--- config.mk ---
export PLATFORM = sky130hd
export DESIGN_NAME = gf233_mul_sched_flat
export DESIGN_NICKNAME = d
export VERILOG_FILES = /design/src/rtl/gf233_mul_sched_if.sv /design/src/rtl/gf233_mul_sched.sv /design/src/flat_wrapper.sv
export SDC_FILE = /design/constraint.sdc
export NUM_CORES = 2
export LEC_CHECK = 0
export ABC_CLOCK_PERIOD_IN_PS = 5400
export BUFFER_PORTS_ARGS = -buffer_cell sky130_fd_sc_hd__buf_2
export CORE_MARGIN = 10
export CORE_UTILIZATION = 45
export CTS_CLUSTER_DIAMETER = 30
export DETAILED_ROUTE_END_ITERATION = 8
export PLACE_DENSITY = 0.64
export SLEW_MARGIN = 10
export SYNTH_ARGS = -nofsm -noshare
export SYNTH_HDL_FRONTEND = slang
export SYNTH_SLANG_ARGS = --single-unit
--- constraint.sdc ---
create_clock -name clk -period 5.4 [get_ports clk]
set_input_delay 1.35 -clock clk [delete_from_list [all_inputs] [get_ports clk]]
set_output_delay 1.35 -clock clk [all_outputs]
set_load 0.02 [all_outputs]
--- src/rtl/gf233_mul_sched_if.sv ---
// Bundles the sequencer handshake (start/a/b/busy/done/c) and the shared
// multiplier-core link (m_a/m_b/m_valid/m_d) for gf233_mul_sched.
interface gf233_mul_sched_if;
    logic         start;
    logic [232:0] a;
    logic [232:0] b;
    logic         busy;
    logic         done;
    logic [232:0] c;
    logic [58:0]  m_a;
    logic [58:0]  m_b;
    logic         m_valid;
    logic [117:0] m_d;

    modport slave (
        input  start, a, b, m_d,
        output busy, done, c, m_a, m_b, m_valid
    );

    modport master (
        output start, a, b, m_d,
        input  busy, done, c, m_a, m_b, m_valid
    );
endinterface

--- src/rtl/gf233_mul_sched.sv ---
// GF(2^233) multiplier controller: streams 16 limb pairs through a shared 59x59
// carry-less core, accumulates the 465-bit product, then folds twice mod x^233+x^74+1.
module gf233_mul_sched #(
    parameter int unsigned MULT_LAT = 0
) (
    input  logic              clk,
    input  logic              rst_n,
    gf233_mul_sched_if.slave  bus
);

    localparam int unsigned ACC_W = 472;

    typedef enum logic [2:0] {
        IDLE,
        ISSUE,
        DRAIN,
        FOLD1,
        FOLD2
    } state_t;

    typedef struct packed {
        logic       vld;
        logic [2:0] shift;
    } tag_t;

    state_t             state_q, state_d;
    logic [232:0]       a_q, a_d;
    logic [232:0]       b_q, b_d;
    logic [3:0]         k_q, k_d;
    logic [2:0]         drain_q, drain_d;
    logic [ACC_W-1:0]   acc_q, acc_d;
    logic [232:0]       c_q, c_d;
    logic               busy_q, busy_d;
    logic               done_q, done_d;
    logic [58:0]        m_a_q, m_a_d;
    logic [58:0]        m_b_q, m_b_d;
    logic               m_valid_q, m_valid_d;
    logic [2:0]         shift_q, shift_d;
    tag_t               tag_q [MULT_LAT+1];
    tag_t               tag_d [MULT_LAT+1];

    tag_t               tag_out;
    logic [8:0]         shamt;
    logic [ACC_W-1:0]   prod_ext;
    logic [ACC_W-1:0]   acc_cap;
    logic [ACC_W-1:0]   acc_fold;
    logic [3:0]         k_n;

    function automatic logic [58:0] limb(input logic [232:0] v, input logic [1:0] idx);
        logic [235:0] ext;
        logic [58:0]  r;
        ext = {3'b000, v};
        case (idx)
            2'd0:    r = ext[58:0];
            2'd1:    r = ext[117:59];
            2'd2:    r = ext[176:118];
            default: r = ext[235:177];
        endcase
        return r;
    endfunction

    // x^233 == x^74 + 1: the high part H re-enters at bit 0 and at bit 74.
    function automatic logic [ACC_W-1:0] fold(input logic [ACC_W-1:0] v);
        logic [231:0]     h;
        logic [ACC_W-1:0] hx;
        h  = v[464:233];
        hx = {{(ACC_W-232){1'b0}}, h};
        return {{(ACC_W-233){1'b0}}, v[232:0]} ^ hx ^ (hx << 74);
    endfunction

    always_comb begin
        // tag_q[0] rides alongside the pair on m_a/m_b; tag_q[MULT_LAT] lines up with m_d.
        tag_out  = tag_q[MULT_LAT];
        shamt    = 9'(tag_out.shift) * 9'd59;
        prod_ext = {{(ACC_W-118){1'b0}}, bus.m_d} << shamt;
        acc_cap  = acc_q ^ (tag_out.vld ? prod_ext : '0);
        acc_fold = fold(acc_q);
        k_n      = k_q + 4'd1;

        state_d   = state_q;
        a_d       = a_q;
        b_d       = b_q;
        k_d       = k_q;
        drain_d   = drain_q;
        acc_d     = acc_cap;
        c_d       = c_q;
        busy_d    = busy_q;
        done_d    = 1'b0;
        m_a_d     = m_a_q;
        m_b_d     = m_b_q;
        m_valid_d = m_valid_q;
        shift_d   = shift_q;

        case (state_q)
            IDLE: begin
                if (bus.start) begin
                    a_d       = bus.a;
                    b_d       = bus.b;
                    acc_d     = '0;
                    k_d       = '0;
                    busy_d    = 1'b1;
                    m_a_d     = limb(bus.a, 2'd0);
                    m_b_d     = limb(bus.b, 2'd0);
                    m_valid_d = 1'b1;
                    shift_d   = '0;
                    state_d   = ISSUE;
                end
            end
            ISSUE: begin
                if (k_q == 4'd15) begin
                    m_valid_d = 1'b0;
                    m_a_d     = '0;
                    m_b_d     = '0;
                    shift_d   = '0;
                    drain_d   = '0;
                    state_d   = (MULT_LAT == 0) ? FOLD1 : DRAIN;
                end else begin
                    k_d       = k_n;
                    m_a_d     = limb(a_q, k_n[3:2]);
                    m_b_d     = limb(b_q, k_n[1:0]);
                    shift_d   = {1'b0, k_n[3:2]} + {1'b0, k_n[1:0]};
                    m_valid_d = 1'b1;
                end
            end
            DRAIN: begin
                if ({29'b0, drain_q} + 32'd1 >= MULT_LAT) begin
                    state_d = FOLD1;
                end else begin
                    drain_d = drain_q + 3'd1;
                end
            end
            FOLD1: begin
                acc_d   = acc_fold;
                state_d = FOLD2;
            end
            FOLD2: begin
                acc_d   = acc_fold;
                c_d     = acc_fold[232:0];
                done_d  = 1'b1;
                busy_d  = 1'b0;
                state_d = IDLE;
            end
            default: state_d = IDLE;
        endcase

        tag_d    = tag_q;
        tag_d[0] = {m_valid_d, shift_d};
        for (int unsigned i = 1; i <= MULT_LAT; i++) begin
            tag_d[i] = tag_q[i-1];
        end
    end

    always_ff @(posedge clk) begin
        if (!rst_n) begin
            state_q   <= IDLE;
            a_q       <= '0;
            b_q       <= '0;
            k_q       <= '0;
            drain_q   <= '0;
            acc_q     <= '0;
            c_q       <= '0;
            busy_q    <= 1'b0;
            done_q    <= 1'b0;
            m_a_q     <= '0;
            m_b_q     <= '0;
            m_valid_q <= 1'b0;
            shift_q   <= '0;
            tag_q     <= '{default: '0};
        end else begin
            state_q   <= state_d;
            a_q       <= a_d;
            b_q       <= b_d;
            k_q       <= k_d;
            drain_q   <= drain_d;
            acc_q     <= acc_d;
            c_q       <= c_d;
            busy_q    <= busy_d;
            done_q    <= done_d;
            m_a_q     <= m_a_d;
            m_b_q     <= m_b_d;
            m_valid_q <= m_valid_d;
            shift_q   <= shift_d;
            tag_q     <= tag_d;
        end
    end

    assign bus.busy    = busy_q;
    assign bus.done    = done_q;
    assign bus.c       = c_q;
    assign bus.m_a     = m_a_q;
    assign bus.m_b     = m_b_q;
    assign bus.m_valid = m_valid_q;

endmodule

--- src/flat_wrapper.sv ---
// flat-port wrapper written by rule: the top's interface ports become plain ports
module gf233_mul_sched_flat 
#(
    parameter int unsigned MULT_LAT = 0
)
  (clk, rst_n, bus_start, bus_a, bus_b, bus_m_d, bus_busy, bus_done, bus_c, bus_m_a, bus_m_b, bus_m_valid);
  gf233_mul_sched_if bus_i ();
  input  logic clk;
  input  logic rst_n;
  input wire logic [$bits(bus_i.start)-1:0] bus_start;
  input wire logic [$bits(bus_i.a)-1:0] bus_a;
  input wire logic [$bits(bus_i.b)-1:0] bus_b;
  input wire logic [$bits(bus_i.m_d)-1:0] bus_m_d;
  output wire logic [$bits(bus_i.busy)-1:0] bus_busy;
  output wire logic [$bits(bus_i.done)-1:0] bus_done;
  output wire logic [$bits(bus_i.c)-1:0] bus_c;
  output wire logic [$bits(bus_i.m_a)-1:0] bus_m_a;
  output wire logic [$bits(bus_i.m_b)-1:0] bus_m_b;
  output wire logic [$bits(bus_i.m_valid)-1:0] bus_m_valid;
  assign bus_i.start = bus_start;
  assign bus_i.a = bus_a;
  assign bus_i.b = bus_b;
  assign bus_i.m_d = bus_m_d;
  assign bus_busy = bus_i.busy;
  assign bus_done = bus_i.done;
  assign bus_c = bus_i.c;
  assign bus_m_a = bus_i.m_a;
  assign bus_m_b = bus_i.m_b;
  assign bus_m_valid = bus_i.m_valid;
  gf233_mul_sched #(.MULT_LAT(MULT_LAT)) u_core (.clk(clk), .rst_n(rst_n), .bus(bus_i));
endmodule
Word-level counts from Yosys, hierarchy flattened:

Cells that the tools add are included.
Widths: inputs -> output; s select.

* add/subtract/negate cells: 4
* multipliers: 1
* magnitude comparators: 1
* eq/ne operators: 14
* shifts and indexed selects: 1
* multiplexer cells: 29
* bitwise logic cells: 3
* reductions and logical operators: 13

Operators by type and width (count)
* $mux 472: 2
* $pmux 472 s2: 1
* $shl 118x9->472: 1
* $xor 472x306->472: 1
* $xor 472x472->472: 1
* $pmux 59 s3: 2
* $mux 59: 4
* $pmux 59 s2: 2
* $xor 233x232->233: 1
* $ge 32x1->1 const B: 1
* $mux 3: 7
* $pmux 3 s2: 2
* $pmux 3 s4: 1
* $mul 3x6->9 const B: 1
* $reduce_and 3->1: 3
* $mux 4: 2
* $pmux 4 s2: 1
* $eq 3x2->1 const B: 2
* $ne 2x2->1 const B: 3
* $reduce_and 2->1: 3
* $reduce_bool 2->1: 3
* $add 3x1->4 const B: 1
* $add 4x1->4 const B: 1
* $eq 2x1->1 const B: 2
* other kinds (12): 18

* register bits after elaboration: 1305
* bits of input ports: 587
* output and inout bits: 354
* word-level logic and storage cells: 79

Logic depth before layout (Yosys ltp):

* word-level depth: 6
* gate-level depth with buffers: 18
* mapped depth without buffers: 14

Worst setup path after synthesis:

Ideal clock, no wire load.

* kind: register -> register
* from: register, netlist name u_core.shift_q[1]
* to: register u_core.acc_q[403]
* arrival time: 4.411 ns
* path slack: 0.873 ns
* stages on the path, launching flop included: 19
* path through: dfxtp_1 -> inv_1 -> ha_1 -> buf_4 -> inv_1 -> nand2_1 -> fa_1 -> inv_2 -> buf_2 -> buf_2 -> buf_1 -> clkbuf_1 -> mux2i_1 -> nand2_1 -> a22oi_1 -> mux2i_1 -> o21ai_0 -> a21oi_1 -> a31o_2

RTL lines
* end signal, assigned: RTL line gf233_mul_sched.sv:160 `acc_q <= '0;`
* end signal, assigned: RTL line gf233_mul_sched.sv:175 `acc_q <= acc_d;`
* end, declared: RTL line gf233_mul_sched.sv:31 `logic [ACC_W-1:0] acc_q, acc_d;`

==> flow_summary.toml <==
[outcome]
status = "complete, but fails checks"
violations = "design-rule violations"

[cts]
path_clk_slew_ns = 0.05
clkSinkCount = 1295
cts_made_buffers = 331
cts_tree = "built"
clockRootBuffer = "clkbuf_16"
cts_setup_buffers = 0
clk_latency_ns = 1.00
cts_buffer_depth = 4
h-tree-depth = 5

[setup_path]
reg2reg_slack_ns = 0.04
cp-start-kind = "flop"
path_max_fanout = 67
rr_startpoint = "u_core.shift_q[2]"
end_kind = "flop"
cp.arrival_ns = 6.22
critPathRequiredTime_ns = 6.26
critical_path_class = "flop to flop"
rr_worst_depth = 12
r2r-end = "u_core.acc_q[360]"

[cells_and_area]
final_common_cell = "nand2_1"
nets = 10554
syn_to_final_growth_pct = 27.2
layout.cells.non_filler = 12416
final_cell_mix = "1833 x nand2_1, 1294 x dfxtp_1, 939 x buf_2"
fillerInstances = 14660
drive_gt1_share_pct = 24.1

[synth]
yosys.area.top_type_share_pct = 34.7
synthCells = 8942
ys_ff_latch = 1295
synthesis.nets = 9550
netlist_area_sq_um = 74700
synthFlopType = "dfxtp_1"
syn_avg_cell_area_sq_um = 8.35
ys_seq_area_share_pct = 34.7
synth_edf_count = 0
yosysTopAreaCell = "dfxtp_1"
synth.yosys.warnings = 0
yosys-top-cells-area = "dfxtp_1 35%, nand2_1 9.2%, mux4_2 6.9%, a21boi_0 6.3%, o21ai_0 5.0%"
ys_types = 97
ys_async_sr_fraction_pct = 0

[power]
peakVddDrop_v = 0.000403
power_density_nw_per_um2 = 481
total_power_mw = 45.7
leakage_nw = 39.0
pwr-share-comb_pct = 32.1
power.net_switching_mw = 17.0
seq_power_share_pct = 24.4
clkPwrFrac_pct = 43.5
p_int_mw = 28.6
swShare_pct = 37.3

[sta]
min_period_ns = 5.36
tightestPinTransition_ns = 1.30
rsz0062_at_grt = "no"
setup_viol = 0
timing.final.ws_setup_ns = 0.0424
hold_viol_final = 0
min_period_over_period_pct = 99.2
final_max_slew_viol_count = 0
fin_skew_ns = 0.128
relSlewSlack_pct = 10.8
fin_setup_tns_ns = 0
hold_slack_ns = 0.460
fmax_mhz = 187

[placed_design]
port-buffer-count = 940
dp_cells = 11802
hpwlAfterDp_microns = 339000
gp_congestion = 1.14
dp_slack_ns = 0.255

[floorplanning]
die_w_microns = 427
die_h_microns = 427
die_area_sq_um = 183000
start_util_pct = 45.3
coreArea_sq_um = 165000
io_pins = 941
num_rows = 149

[global_routing]
grt_usage_pct = 47.4
use_met3_pct = 18.6
grt_pass1_vias = 77041
grtUsageMet2_pct = 67.6
grt_max_degree = 264
grt_pass1_wl_microns = 614000
top_usage_layer = "met2"
antenna_found_initial = 105
use_met1_pct = 55.3
overflow = 0

[detailed_routing]
firstDrtPassIters = 9
routed_via_density = 6.62
vias = 82250
wl_per_cell_microns = 36.5
antenna_left = 0
routed_wl_microns = 453000
drc_errors = 5
drtIter0Drc = 12497

[hold_path]
whs_path_depth = 2
whs_endpoint = "u_core.bus.c[189]"
min_from = "u_core.bus.c[189]"
worst_hold_path_type = "flop to flop"

[flow_run]
cap_violations = 0
[synthesized netlist by cell type, types with 16 or more instances]
master and n:
inv_1 28, xnor2_1 205, a221oi_1 106, dfxtp_1 1295
clkbuf_1 641, a21oi_1 529, nor3b_1 22, o221ai_1 49
nor3_1 60, and2_1 57, nand2_1 1838, mux2i_1 338
o21ai_0 750, xor2_1 378, nand3_1 64, o22a_1 26
and3_1 54, a22oi_1 75, buf_2 53, a2bb2oi_1 25
ha_1 16, o22ai_1 84, mux2_2 149, a221o_1 17
o21a_1 36, or3_1 58, a31oi_1 43, nor2_1 427
mux4_2 228, a211oi_1 38, o21ai_1 44, a21boi_0 625
o211ai_1 79, nor2b_1 17, a222oi_1 71, a21o_1 17
buf_1 54, o211a_1 83, buf_4 20
[logic make-up (layout without fill, tap and decap cells)]
group / Yosys count / after routing / share of synthesized area, %
AO/OA/AOI/OAI: 2845 / 2845 / 25.2
XOR/XNOR: 584 / 584 / 6.86
adder cells (fa/ha/maj): 21 / 21 / 0.402
buffers and inverters: 810 / 2050 / 4.41
flip-flops: 1295 / 1295 / 34.7
multiplexers: 718 / 718 / 13.7
other: 0 / 45 / 0
AND/OR/NAND/NOR: 2669 / 2669 / 14.7
[worst max path at each step]
stage | cells after the start | from | end | slack [ns]
finish | 12 | u_core.shift_q[2] | u_core.acc_q[360] | 0.04
CTS | 14 | u_core.shift_q[2] | u_core.acc_q[452] | 0.22
detailed placement | 14 | u_core.shift_q[2] | u_core.acc_q[452] | 0.25
global route | 13 | u_core.shift_q[2] | u_core.acc_q[445] | 0.02
global placement | 15 | u_core.shift_q[1] | u_core.acc_q[452] | 0.27
floorplan | 18 | u_core.shift_q[1] | u_core.acc_q[403] | 0.87
[metrics by stage]
stage          util [%]  area (sq um)
2_1_floorplan         -         74700
3_3_place_gp       50.7         83700
3_5_place_dp       50.7         83700
4_1_cts            57.5         94800
5_1_grt            57.5         94900
6_report           57.5         94900
[critical path: stages (launching register included)]
cell	delay, ns
dfxtp_1	0.47
ha_1	0.41
inv_1	0.15
nand2_1	0.09
fa_4	0.94
buf_12	0.39
mux4_2	0.52
a2bb2oi_1	0.51
a21oi_1	0.15
a21oi_1	0.96
a21oi_1	0.18
or3_1	0.35
a21oi_1	0.14
[layout make-up]
| class | instances | area (sq um) | share of cell area [%] |
|---|---|---|---|
| antenna | 45 | 113 | 0.119 |
| clock buffer | 456 | 9630 | 10.1 |
| clock inverter | 113 | 1490 | 1.57 |
| inverter | 31 | 120 | 0.127 |
| multi-input combinational | 6837 | 45800 | 48.2 |
| sequential | 1295 | 25900 | 27.3 |
| tap | 2189 | 2740 | 2.88 |
| timing repair buffer | 1450 | 9120 | 9.60 |
[metal layers]
layer / wire length, microns / part of all wire [%]
met4: 47000 / 10
met3: 57500 / 13
met1: 163000 / 36
met2: 185000 / 41
met5: 442 / 0.098
[flip-flops by register name, summed over array words and instances (netlist names)]
signal              count
u_core.bus.c          233
u_core.state_q          3
u_core.bus.m_a         59
u_core.b_q            233
u_core.bus.m_b         59
u_core.shift_q          3
u_core.k_q              4
u_core.bus.done         1
u_core.acc_q          465
u_core.a_q            233
u_core.bus.m_valid      1
u_core.bus.busy         1
[power groups by stage]
stage,logic (mW),registers (mW),clock network (mW)
3_5_place_dp,13.5,11.3,0
4_1_cts,13.6,11.1,19.8
5_1_grt,14.5,11.2,20.4
2_1_floorplan,6.41,11.3,0
3_3_place_gp,13.5,11.2,0
6_report,14.6,11.2,19.9
[repair_timing]
| action | CTS | global route |
|---|---|---|
| hold buffers | 0 | 0 |
| setup endpoints to repair | 0 | 2 |
| resized for setup | 0 | 2 |
No activity file was read; power rests on OpenSTA's default activity.
